**src/rtl/s38417_phase_writer.sv**
```systemverilog
// Three-phase bank writer: serialises a 3-bit word through one-hot phase selects and commits it atomically.
// Optional PHASE_MASK_EN adds req_mask[2:0] to skip phases (skipped bits keep the old bank value).
module s38417_phase_writer #(
  parameter int NBANK = 4,
  parameter int IDXW  = 2
) (
  input  logic                 CK,
  input  logic                 RSTn,
  input  logic                 req_valid,
  output logic                 req_ready,
  input  logic [IDXW-1:0]      req_bank,
  input  logic [2:0]           req_data,
`ifdef PHASE_MASK_EN
  input  logic [2:0]           req_mask,
`endif
  input  logic                 abort,
  output logic [2:0]           sel_o,
  output logic                 wbit_o,
  output logic [3*NBANK-1:0]   bank_q,
  output logic                 done,
  output logic                 err,
  output logic                 busy,
  output logic [2:0]           dbg_state
);

  // Request handshake: a transfer happens on a rising edge where req_valid & req_ready;
  // req_ready is high only in IDLE and req_* are ignored in every other state.

  typedef enum logic [2:0] {
    IDLE = 3'd0,
    PH0  = 3'd1,
    PH1  = 3'd2,
    PH2  = 3'd3,
    CMT  = 3'd4
  } state_t;

  localparam int unsigned NB = NBANK;

  state_t          state;
  logic [IDXW-1:0] idx_q;
  logic [2:0]      data_q;
  logic [2:0]      shadow;
  logic [2:0]      mask_q;
  logic [2:0]      req_mask_eff;
  logic [2:0]      bank_r [NBANK];
  logic            in_range;
  logic [1:0]      phase_from;
  state_t          accept_ns;
  state_t          phase_ns;

`ifdef PHASE_MASK_EN
  assign req_mask_eff = req_mask;
`else
  assign req_mask_eff = 3'b111;
  assign mask_q       = 3'b111;
`endif

  // First enabled phase at or after position 'from'; CMT when none remains.
  function automatic state_t next_phase(input logic [2:0] m, input logic [1:0] from);
    if (from == 2'd0 && m[0])      return PH0;
    else if (from <= 2'd1 && m[1]) return PH1;
    else if (from <= 2'd2 && m[2]) return PH2;
    else                           return CMT;
  endfunction

  function automatic logic [2:0] sel_of(input state_t s);
    case (s)
      PH0:     return 3'b001;
      PH1:     return 3'b010;
      PH2:     return 3'b100;
      default: return 3'b000;
    endcase
  endfunction

  always_comb begin
    phase_from = 2'd3;
    case (state)
      PH0:     phase_from = 2'd1;
      PH1:     phase_from = 2'd2;
      default: phase_from = 2'd3;
    endcase
  end

  assign accept_ns = next_phase(req_mask_eff, 2'd0);
  assign phase_ns  = next_phase(mask_q, phase_from);
  assign in_range  = (32'(idx_q) < NB);

  always_ff @(posedge CK) begin
    if (!RSTn) begin
      state  <= IDLE;
      idx_q  <= '0;
      data_q <= 3'b000;
      shadow <= 3'b000;
      sel_o  <= 3'b000;
      wbit_o <= 1'b0;
      done   <= 1'b0;
      err    <= 1'b0;
`ifdef PHASE_MASK_EN
      mask_q <= 3'b000;
`endif
      for (int i = 0; i < NBANK; i++) bank_r[i] <= 3'b000;
    end else begin
      done <= 1'b0;
      err  <= 1'b0;
      case (state)
        IDLE: begin
          if (req_valid) begin
            idx_q  <= req_bank;
            data_q <= req_data;
            shadow <= 3'b000;
`ifdef PHASE_MASK_EN
            mask_q <= req_mask;
`endif
            state  <= accept_ns;
            sel_o  <= sel_of(accept_ns);
            wbit_o <= |(sel_of(accept_ns) & req_data);
          end
        end
        PH0, PH1, PH2: begin
          if (abort) begin
            state  <= IDLE;
            sel_o  <= 3'b000;
            wbit_o <= 1'b0;
          end else begin
            shadow <= (shadow & ~sel_of(state)) | (sel_of(state) & data_q);
            state  <= phase_ns;
            sel_o  <= sel_of(phase_ns);
            wbit_o <= |(sel_of(phase_ns) & data_q);
          end
        end
        CMT: begin
          // Merge keeps bits of skipped phases from the committed word.
          if (in_range)
            bank_r[idx_q] <= (shadow & mask_q) | (bank_r[idx_q] & ~mask_q);
          done   <= 1'b1;
          err    <= ~in_range;
          state  <= IDLE;
          sel_o  <= 3'b000;
          wbit_o <= 1'b0;
        end
        default: begin
          state  <= IDLE;
          sel_o  <= 3'b000;
          wbit_o <= 1'b0;
        end
      endcase
    end
  end

  for (genvar i = 0; i < NBANK; i++) begin : g_bank
    assign bank_q[3*i +: 3] = bank_r[i];
  end

  assign req_ready = (state == IDLE);
  assign busy      = (state != IDLE);
  assign dbg_state = state;

endmodule
```
**config.mk**
```make
export PLATFORM = sky130hd
export DESIGN_NAME = s38417_phase_writer
export DESIGN_NICKNAME = d
export VERILOG_FILES = /design/src/rtl/s38417_phase_writer.sv
export SDC_FILE = /design/constraint.sdc
export NUM_CORES = 1
export LEC_CHECK = 0
export CAP_MARGIN = 20
export CORE_MARGIN = 2
export CORE_UTILIZATION = 50
export CTS_CLUSTER_SIZE = 30
export DETAILED_ROUTE_END_ITERATION = 16
export PLACE_DENSITY = 0.8
export SLEW_MARGIN = 10
export SYNTH_ARGS = -nofsm -noshare
export SYNTH_HDL_FRONTEND = slang
export SYNTH_SLANG_ARGS = --single-unit
```
**constraint.sdc**
```tcl
create_clock -name CK -period 5.6 [get_ports CK]
set_input_delay 1.12 -clock CK [delete_from_list [all_inputs] [get_ports CK]]
set_output_delay 1.12 -clock CK [all_outputs]
set_load 0.03 [all_outputs]
```
## Word level (Yosys, flattened, before mapping)

Memories as Yosys holds them, arrays and structs flattened.
Cells that the tools add are included.

- Register bits after elaboration: 16
- Bits in writable memories: 12
- Input port bits: 9
- Output and inout port bits: 23
- Logic and storage cells: 67
- Memories kept: 1

- Order comparisons: 2
- Eq/ne operators: 9
- Muxes and demuxes: 32
- Bitwise operators: 6
- Reductions and logical operators: 10

Memory list:

| name | words | bits a word | rd ports | clocked after Yosys merged registers in | write ports | line | source |
|---|---|---|---|---|---|---|---|
| bank_r | 4 | 3 | 4 | 0 | 4 | 45 | `logic [2:0] bank_r [NBANK];` |

Operators with widths:

| kind | number |
|---|---|
| 2-to-1 mux 3 bit | 17 |
| case mux 3 bit (2 select lines) | 3 |
| case mux 3 bit (3 select lines) | 2 |
| bitwise AND 3 bit | 4 |
| == test 3 x 2 -> 1 bit (second input constant) | 4 |
| OR reduction 3 bit | 4 |
| 2-to-1 mux 1 bit | 7 |
| == test 3 x 1 -> 1 bit (second input constant) | 2 |
| inequality test 2 bit (second input constant) | 2 |
| case mux 2 bit (2 select lines) | 1 |
| == test 3 bit (second input constant) | 1 |
| zero test 3 bit | 1 |
| NOT 3 bit | 1 |
| OR 3 bit | 1 |
| AND reduction 3 bit | 1 |
| nonzero test 3 bit | 1 |
| <= comparator 2 x 1 -> 1 bit (second input constant) | 1 |
| <= comparator 2 bit (second input constant) | 1 |
| zero test 2 bit | 1 |
| 2-to-1 mux 2 bit | 1 |
| case mux 1 bit (2 select lines) | 1 |
| AND reduction 2 bit | 1 |
| nonzero test 2 bit | 1 |

## Depth between registers and ports, before layout

Gate-level depths: netlist of run 1.

- Depth after elaboration: 15
- Gate-level depth with buffers: 8

## Worst setup path before layout of run 1

OpenSTA, ideal clock, no wires.

- Path kind: reg-to-reg
- Start point: register state[0] (netlist: dbg_state[0])
- End point: register shadow[1]
- Setup time: 0.128 ns
- Data arrival time: 2.236 ns
- Data required time: 5.472 ns
- Path slack: 3.236 ns
- Cell stages (with the launch flop): 9
- Clock period less this slack: 2.364 ns
- Cell sequence: dfxtp_1 buf_6 nor3b_1 inv_1 ha_1 clkbuf_1 or3b_1 a211oi_1 o22ai_1

- Cells in the longest elaborated chain, start to end: 10
- Elaborated cells between the ends (all ways): 19

Ends and longest elaborated chain:

| element | line | source |
|---|---|---|
| start, declared | 39 | `state_t state;` |
| start signal, assigned | 114 | `state <= accept_ns;` |
| start signal, assigned | 126 | `state <= phase_ns;` |
| == test 3 x 2 -> 1 bit / == test 3 x 1 -> 1 bit (equally long branches) | 67, 105 |  |
| case mux 3 bit (3 select lines) | 67 | `case (s)` |
| 2-to-1 mux 3 bit | 120 | `if (abort) begin` |
| 2-to-1 mux 3 bit | 105 | `case (state)` |
| 2-to-1 mux 3 bit | 89 | `if (!RSTn) begin` |
| NOT 3 bit | 125 | `shadow <= (shadow & ~sel_of(state)) \| (sel_of(state) & data_q);` |
| bitwise AND 3 bit | 125 |  |
| OR 3 bit | 125 |  |
| 2-to-1 mux 3 bit | 120 |  |
| case mux 3 bit (2 select lines) | 105 |  |
| end signal, assigned | 125 |  |
| end, declared | 42 | `logic [2:0] shadow;` |

Parallel ways exist; a longest one is shown, timed or not. The select of a mux whose other input is x is not followed.
A chain may end at the register's enable or synchronous reset.

## Final worst setup path of run 1

- Start point: register state[1] (netlist: dbg_state[1])
- End point: output port req_ready

- Cells in the longest elaborated chain, start to end: 1

Ends and longest elaborated chain:

| element | line | source |
|---|---|---|
| zero test 3 bit | 154 | `assign req_ready = (state == IDLE);` |
| end, declared | 10 | `output logic req_ready,` |

Every way passes these cells.

==> out/summary.md, run 1 <==
The area overhead of the layout relative to synthesis is 22.44%, and the number of standard cells after synthesis is 129. The pre-antenna-repair detailed-routing pass consisted of 4 iterations. The final global-route overflow total was 0. For the final routed database, the setup TNS stands at 0 ns.

The tools report the cell chosen for the clock root as clkbuf_4. Busiest layer in global routing: met2. The routed design has 2502 um of wire. The final number of max-transition violations is 0, and the post-CTS setup buffer count is 0.

The clock passes through at most 2 buffers. The post-CTS clock slew at the launch and capture registers of the worst setup and hold paths was 0.14 ns. Dividing total power by cell area gives a power density of 219.7 nW/um^2. The minimum setup slack after placement came out at 2.454 ns. Routability-driven placement finished with a final weighted congestion of 0.8604.

Dividing the detail-routed via count by the number of cells gives 5.527. The library cells used most frequently in the layout, excluding fill and tap cells, are 30 x clkdlybuf4s50_1, 16 x dfxtp_1, 12 x and2_1, 12 x edfxtp_1. The floorplan has 18 rows. For this run, the top clock speed supported by timing is 309.8 MHz. The area fraction in compound gates after synthesis was 0.1117. The multiplexer area fraction after synthesis is 0.03663. The floorplan core area was 2522 um^2. The tools report the headroom to the max-slew limit as 0.5943.

Clock tree synthesis inserted a total of 3 buffers. In this run the static leakage power is 0.6180 nW. Global-route track usage on met1: 0.1947.

The DRC violations left is 0, and the half-perimeter wire length after detailed placement is 1858 um. For the worst setup path, the data required time is 4.48 ns. The fraction of final layout cells with drive strength greater than 1 is 0.05844, and the global-route wire length before repair is 4367 um.

Subtracting the final worst setup slack from the clock period gives 3.228 ns. STA classifies the critical path endpoint as an output pin. STA puts the critical path data arrival time at 2.11 ns. Setup repair after global routing left no endpoint under its margin.

After the last flow step, the layout net total stands at 168. The synthesized-area fraction occupied by and/or/nand/nor cells is 0.2527. Number of global-route vias before repair: 997. Maximum net fanout on the critical path: 16. Post-CTS repair changed the size of 0 cells.

TritonCTS built the clock tree. The ratio of final minimum period to clock period works out to 0.5764. The count of warnings emitted by yosys was 0. The count of maximum capacitance violations was 0. Entering global routing, the biggest net connects 19 pins. The number of DRC violations after detailed-routing iteration 0 is 21, and the number of antenna violations at the first check in global routing is 0.

The kind of critical path was reg2out. Clock tree synthesis found a total of 28 sinks. The met2 track demand over resource is 0.3176, and the met3 capacity usage during global routing is 0.02765. Across all setup checks in the final design, the least slack found is 2.372 ns. Hold violation total from the final report: 0. The worst-case IR drop observed on VDD is 0.1581 mV.

For the initial standard-cell utilization of the core, the log shows 0.5417. The logs give 142 for the post-synthesis net count and 0.33 ns for the clock latency reported for the late side of the worst-skew pair. The area share of fa/ha/maj cells after synthesis works out to 0.03663. After detailed routing, the average wire length per cell comes to 13.60 um.

The worst hold path class was reg2reg. STA classifies the critical path startpoint as a flip-flop. For the pin with the worst max-slew slack, the measured transition is 0.6067 ns. Number of flip-flops and latches in the synthesized netlist: 28. The antenna cell count was 0; the number of nets still failing antenna checks after routing was 0. The run gives 0.4982 as the sequential-to-total area share from yosys stat.

The global routing usage summed across all routing layers was 0.1702. The logs give 32 for the I/O pin count and 1017 for the vias after detailed routing. The worst register-to-register path has a setup slack of 3.23 ns. Fill cells in the final layout number 211.

The run gives 1 as the CTS H-tree depth. The die width works out to 56.28 um. The main combinational cell family by area after synthesis is simple AND/OR/NAND/NOR gates.

Synthesis instantiated 44 different standard cells from the library. The library cell used most frequently in the layout, excluding fill and tap cells, is clkdlybuf4s50_1. After clock tree synthesis, the flow added hold-fix buffers numbering 0. Each instance of the synthesized netlist takes up on average 10.59 um^2.

The die boundary height was 56.28 um. The flow ran to the end, and the final reports show no timing, DRC or antenna violations. The xor and xnor fraction of the mapped netlist area is 0, and the number of port buffers is 30. The logs give 3167 um^2 for the die footprint and 0 for the count of final setup violators.

The run gives 0.004791 ns as the final worst clock skew. After synthesis the cells add up to 1366 um^2.
[final timing paths]
| path | depth (start not counted) | endpoint | startpoint |
|---|---|---|---|
| setup / recovery | 3 | req_ready | dbg_state[1]$_SDFFE_PN0P_ |
| hold / removal | 2 | shadow[1]$_SDFFE_PN0P_ | data_q[1]$_SDFFE_PN0P_ |
| setup reg to reg | 6 | shadow[1]$_SDFFE_PN0P_ | dbg_state[0]$_SDFFE_PN0P_ |
| hold reg to reg | 2 | shadow[1]$_SDFFE_PN0P_ | data_q[1]$_SDFFE_PN0P_ |
[Yosys cell counts (all sizes together)]
| cell | number | share of area |
|---|---|---|
| a31oi | 1 | 0.0046 |
| nand2 | 9 | 0.025 |
| o211ai | 1 | 0.0055 |
| a21oi | 3 | 0.011 |
| edfxtp | 12 | 0.26 |
| o21ai | 2 | 0.0073 |
| and4b | 1 | 0.0073 |
| a41o | 2 | 0.015 |
| or3b | 3 | 0.019 |
| o221a | 1 | 0.0082 |
| nor2 | 9 | 0.025 |
| inv | 7 | 0.019 |
| a221oi | 1 | 0.0064 |
| o21a | 1 | 0.0055 |
| ha | 4 | 0.037 |
| dfxtp | 16 | 0.23 |
| or4 | 1 | 0.0055 |
| buf | 7 | 0.037 |
| and2 | 12 | 0.055 |
| nor4b | 1 | 0.017 |
| nand3 | 2 | 0.0073 |
| a22oi | 1 | 0.0055 |
| a211o | 1 | 0.0064 |
| conb | 1 | 0.0027 |
| or3 | 1 | 0.0046 |
| a2111oi | 1 | 0.011 |
| a211oi | 1 | 0.0055 |
| o22ai | 2 | 0.0092 |
| and4 | 1 | 0.0064 |
| mux2i | 5 | 0.037 |
| a21boi | 1 | 0.0055 |
| nand3b | 5 | 0.030 |
| or2 | 1 | 0.0046 |
| nor3b | 2 | 0.015 |
| clkbuf | 2 | 0.0055 |
| o31ai | 1 | 0.0055 |
| nor3 | 1 | 0.0037 |
| nor4 | 3 | 0.014 |
| nand2b | 3 | 0.014 |
[state kept, by name (all words and copies together), names as in the netlist]
name	count
bank_r	12
data_q	3
dbg_state	3
sel_o	3
shadow	3
idx_q	2
done	1
wbit_o	1
[through the flow]
stage               utilization  hold WS [ns]  total power, W  area [um^2]  instances
finish                   0.6632        0.5122       0.0003675         1673        184
global route             0.6632        0.5473       0.0003834         1673        184
CTS                      0.6632        0.5054       0.0003724         1673        184
detailed placement       0.6528        0.4892       0.0002895         1647        180
global placement         0.6528        0.4978       0.0002886         1647        180
floorplan                     -        0.4559       0.0002682         1366        129
[kinds of logic after synthesis]
group | count (synthesis)
AOI/OAI and AO/OA | 20
buffers and inverters | 16
other | 1
muxes | 5
and+or+nand+nor | 55
DFF | 28
adders and majority gates | 4
[worst max-delay path, stage by stage (launching register included)]
cell and delay, ns:
dfxtp_1 0.51, or3_1 0.51, inv_2 0.10, clkdlybuf4s50_1 0.66
[final cells by class]
| type | instances | area [um^2] | share of cell area |
|---|---|---|---|
| clock inverter | 1 | 3.754 | 0.002244 |
| tap | 30 | 37.54 | 0.02244 |
| clock buffer | 3 | 22.52 | 0.01346 |
| timing repair buffer | 30 | 300.3 | 0.1795 |
| inverter | 7 | 26.28 | 0.01571 |
| multi-input combinational | 85 | 601.8 | 0.3598 |
| sequential | 28 | 680.7 | 0.4069 |
[per-layer routing]
| layer | vias to the layer above | wire, um |
|---|---|---|
| li1 | 509 | - |
| met1 | 479 | 1091 |
| met2 | 27 | 1273 |
| met3 | 2 | 104 |
| met4 | 0 | 32 |
| met5 | - | 0 |
[power by group]
| group | total [W] | switching [W] | internal [W] |
|---|---|---|---|
| sequential | 0.000226 | 0.00000641 | 0.000220 |
| combinational | 0.0000590 | 0.0000334 | 0.0000256 |
| clock | 0.0000824 | 0.0000562 | 0.0000262 |
Note: power is estimated with default switching activity, not from simulation.
==> run 2, diff against run 1 <==
--- a/config.mk
+++ b/config.mk
@@ -7,10 +7,10 @@
 export LEC_CHECK = 0
 export CAP_MARGIN = 20
 export CORE_MARGIN = 2
-export CORE_UTILIZATION = 50
+export CORE_UTILIZATION = 49
 export CTS_CLUSTER_SIZE = 30
 export DETAILED_ROUTE_END_ITERATION = 16
-export PLACE_DENSITY = 0.8
+export PLACE_DENSITY = 0.79
 export SLEW_MARGIN = 10
 export SYNTH_ARGS = -nofsm -noshare
 export SYNTH_HDL_FRONTEND = slang
==> constraint.sdc (replaced) <==
create_clock -name CK -period 3.05 [get_ports CK]
set_input_delay 0.61 -clock CK [delete_from_list [all_inputs] [get_ports CK]]
set_output_delay 0.61 -clock CK [all_outputs]
set_load 0.03 [all_outputs]
==> out/summary.md, run 2 (synthesis results as in run 1) <==
The flow ran to the end, and the final reports show no timing, DRC or antenna violations. The run gives 0 as the hold violation total from the final report. The clock passes through at most 2 buffers. Post-CTS setup buffer count: 0. The largest register by flop count is bank_r. The cell chosen for the clock root is clkbuf_4. The hold-critical path depth works out to 2.

Walking the worst path, the cells encountered are or3_1, inv_2, clkdlybuf4s50_1. After detailed routing, the number of vias per cell comes to 5.575. The static leakage was 0.6285 nW; the number of nets still failing antenna checks after routing was 0. The number of antenna diodes in the final layout is 0. The number of global-route vias before repair was 1059. Setup repair after global routing left no endpoint under its margin. The run gives 0.6457 as the headroom to the max-slew limit. For the detailed-router iteration count before antenna repair, the log shows 4. Routability-driven placement finished with a final weighted congestion of 0.8087.

The post-detailed-placement cell area was 1655 um^2; the logic depth of the worst setup path including buffers was 3. The final critical path time including I/O delays and setup is 2.746 ns, and the final non-filler cell area is 1692 um^2. The CTS H-tree depth is 1.

The final hold slack is 0.5284 ns. The global routing usage summed across all routing layers is 0.1745, and the die boundary height is 56.81 um. The floorplan step defined a die boundary enclosing 3227 um^2. Power spread over the standard cell area amounts to 414.7 nW/um^2. The kind of cell adding the most delay to the critical path is buffers and inverters. For the worst setup path, the data required time is 2.44 ns.

The slowest stage of the critical path is the clkdlybuf4s50_1 cell. The tree built by TritonCTS fans out to 28 sinks. 32 I/O pins were placed.

The library cells used most frequently in the layout, excluding fill and tap cells, are 30 x clkdlybuf4s50_1, 16 x dfxtp_1, 12 x and2_1, 12 x edfxtp_1. The final worst clock skew is 0.002775 ns. In the final design database the tool counted 169 nets. TritonCTS built the clock tree.

The vias after detailed routing was 1037; the length in cells of the worst reg-to-reg path was 6. The worst setup path is captured at an output pin. The footprint of the multi-input gates is 601.8 um^2, and the final number of max-transition violations is 0.

The half-perimeter wire length after detailed placement is 1954 um, and the sequential standard cell area is 680.7 um^2. Final setup TNS: 0 ns. Number of port buffers: 30. The global-route wire length before repair is 4416 um. The critical path contains buffers and inverters numbering 2 combined.

The register with the most flip-flops in the layout has 12 of them. Static timing analysis puts the maximum clock frequency at 364.2 MHz. The number of rows created at floorplan is 19. STA classifies the critical path startpoint as a flip-flop. For the worst setup path, the data arrival time is 2.14 ns. The total area inside the core boundary comes to 2710 um^2. Fraction of final layout cells with drive strength greater than 1: 0.07097. The logs give 0 for the final global-route overflow total and 0 for the count of final setup violators.

The clock latency reported for the late side of the worst-skew pair was 0.32 ns. The number of DRC violations after detailed-routing iteration 0 was 12. Of all nets on the critical path, the largest fanout is 15. The per-cell routed wire length is 14.20 um, and the DRC violations left is 0.

Clock-pin slew was measured on the worst setup and hold paths at 0.14 ns. On the worst path, the slowest cell contributes a delay of 0.67 ns. The worst hold path class was reg2reg. The run gives 0 as the number of antenna violations at the first check in global routing. From synthesis to final layout, the design area changed by 23.81%. The largest net degree at the start of global routing is 18. Summed over all layers, the routed wires come to 2642 um. Count of maximum capacitance violations: 0. The layout has 237 filler cells. Leaving out fill and tap cells, the most frequent cell in the layout is clkdlybuf4s50_1. In this run, CTS created clock tree buffers numbering 3. The worst-case IR drop observed on VDD is 0.2741 mV. Initial standard-cell utilization of the core: 0.5042. The ratio of final minimum period to clock period works out to 0.9002. The run gives 0 as the number of cells upsized or downsized after cts. The hold buffer count at cts was 0. The kind of critical path is reg2out. For the pin with the worst max-slew slack, the measured transition is 0.5292 ns. The die width was 56.81 um.
-- run 2: changes by cell type in the layout (fill, tap and decap cells not counted) --
cell	change
buf_4	+1
clkbuf_8	+1
clkinv_1	-1
-- run 2: final timing paths --
path / startpoint / end / slack, ns
setup reg to reg: dbg_state[0]$_SDFFE_PN0P_ / shadow[1]$_SDFFE_PN0P_ / 0.69
hold / removal: shadow[1]$_SDFFE_PN0P_ / shadow[1]$_SDFFE_PN0P_ / 0.53
hold reg to reg: shadow[1]$_SDFFE_PN0P_ / shadow[1]$_SDFFE_PN0P_ / 0.53
setup / recovery: dbg_state[0]$_SDFFE_PN0P_ / req_ready / 0.30
-- run 2: metal layers --
metal | global-route usage | vias to the layer above | share of wire
li1 | - | 512 | -
met1 | 0.1994 | 479 | 0.41
met2 | 0.3173 | 35 | 0.51
met3 | 0.02535 | 11 | 0.049
met4 | 0.07973 | 0 | 0.032
met5 | 0 | - | 0
-- run 2: where the power goes --
| part | total, W | leakage (nW) | switching (W) | internal (W) |
|---|---|---|---|---|
| combinational | 0.000110 | 0.353 | 0.0000624 | 0.0000479 |
| clock | 0.000176 | 0.0210 | 0.000103 | 0.0000731 |
| sequential | 0.000415 | 0.254 | 0.0000118 | 0.000403 |
-- run 2: layout make-up --
class | instances | area share
multi-input combinational | 85 | 0.3558
tap | 31 | 0.02293
sequential | 28 | 0.4024
clock buffer | 4 | 0.02145
inverter | 7 | 0.01553
timing repair buffer | 31 | 0.1820
-- run 2: worst register-to-register path: cells and delay by family, from the launching register on --
kind | cells | cell delay (ns)
AOI/OAI and AO/OA | 2 | 0.35
and+or+nand+nor | 2 | 0.76
DFF | 1 | 0.67
buffers and inverters | 1 | 0.15
adders and majority gates | 1 | 0.34
-- run 2: through the flow --
stage,power (W),std cells,setup slack [ns],utilization
final,0.0007015,186,0.3044,0.6242
after global routing,0.0007296,186,0.2252,0.6242
after CTS,0.0007059,186,0.3112,0.6242
after detailed placement,0.0005334,182,0.7067,0.6108
after global placement,0.0005306,182,0.7609,0.6108
after floorplan,0.0004925,129,0.6858,-
==> run 3, diff against run 2 <==
--- a/config.mk
+++ b/config.mk
@@ -5,12 +5,14 @@
 export SDC_FILE = /design/constraint.sdc
 export NUM_CORES = 1
 export LEC_CHECK = 0
+export ABC_CLOCK_PERIOD_IN_PS = 3050
 export CAP_MARGIN = 20
 export CORE_MARGIN = 2
 export CORE_UTILIZATION = 49
 export CTS_CLUSTER_SIZE = 30
 export DETAILED_ROUTE_END_ITERATION = 16
 export PLACE_DENSITY = 0.79
+export SKIP_CTS_REPAIR_TIMING = 1
 export SLEW_MARGIN = 10
 export SYNTH_ARGS = -nofsm -noshare
 export SYNTH_HDL_FRONTEND = slang
==> results of run 3 <==
The final DEF is identical to that of run 2; final timing and power are the same.
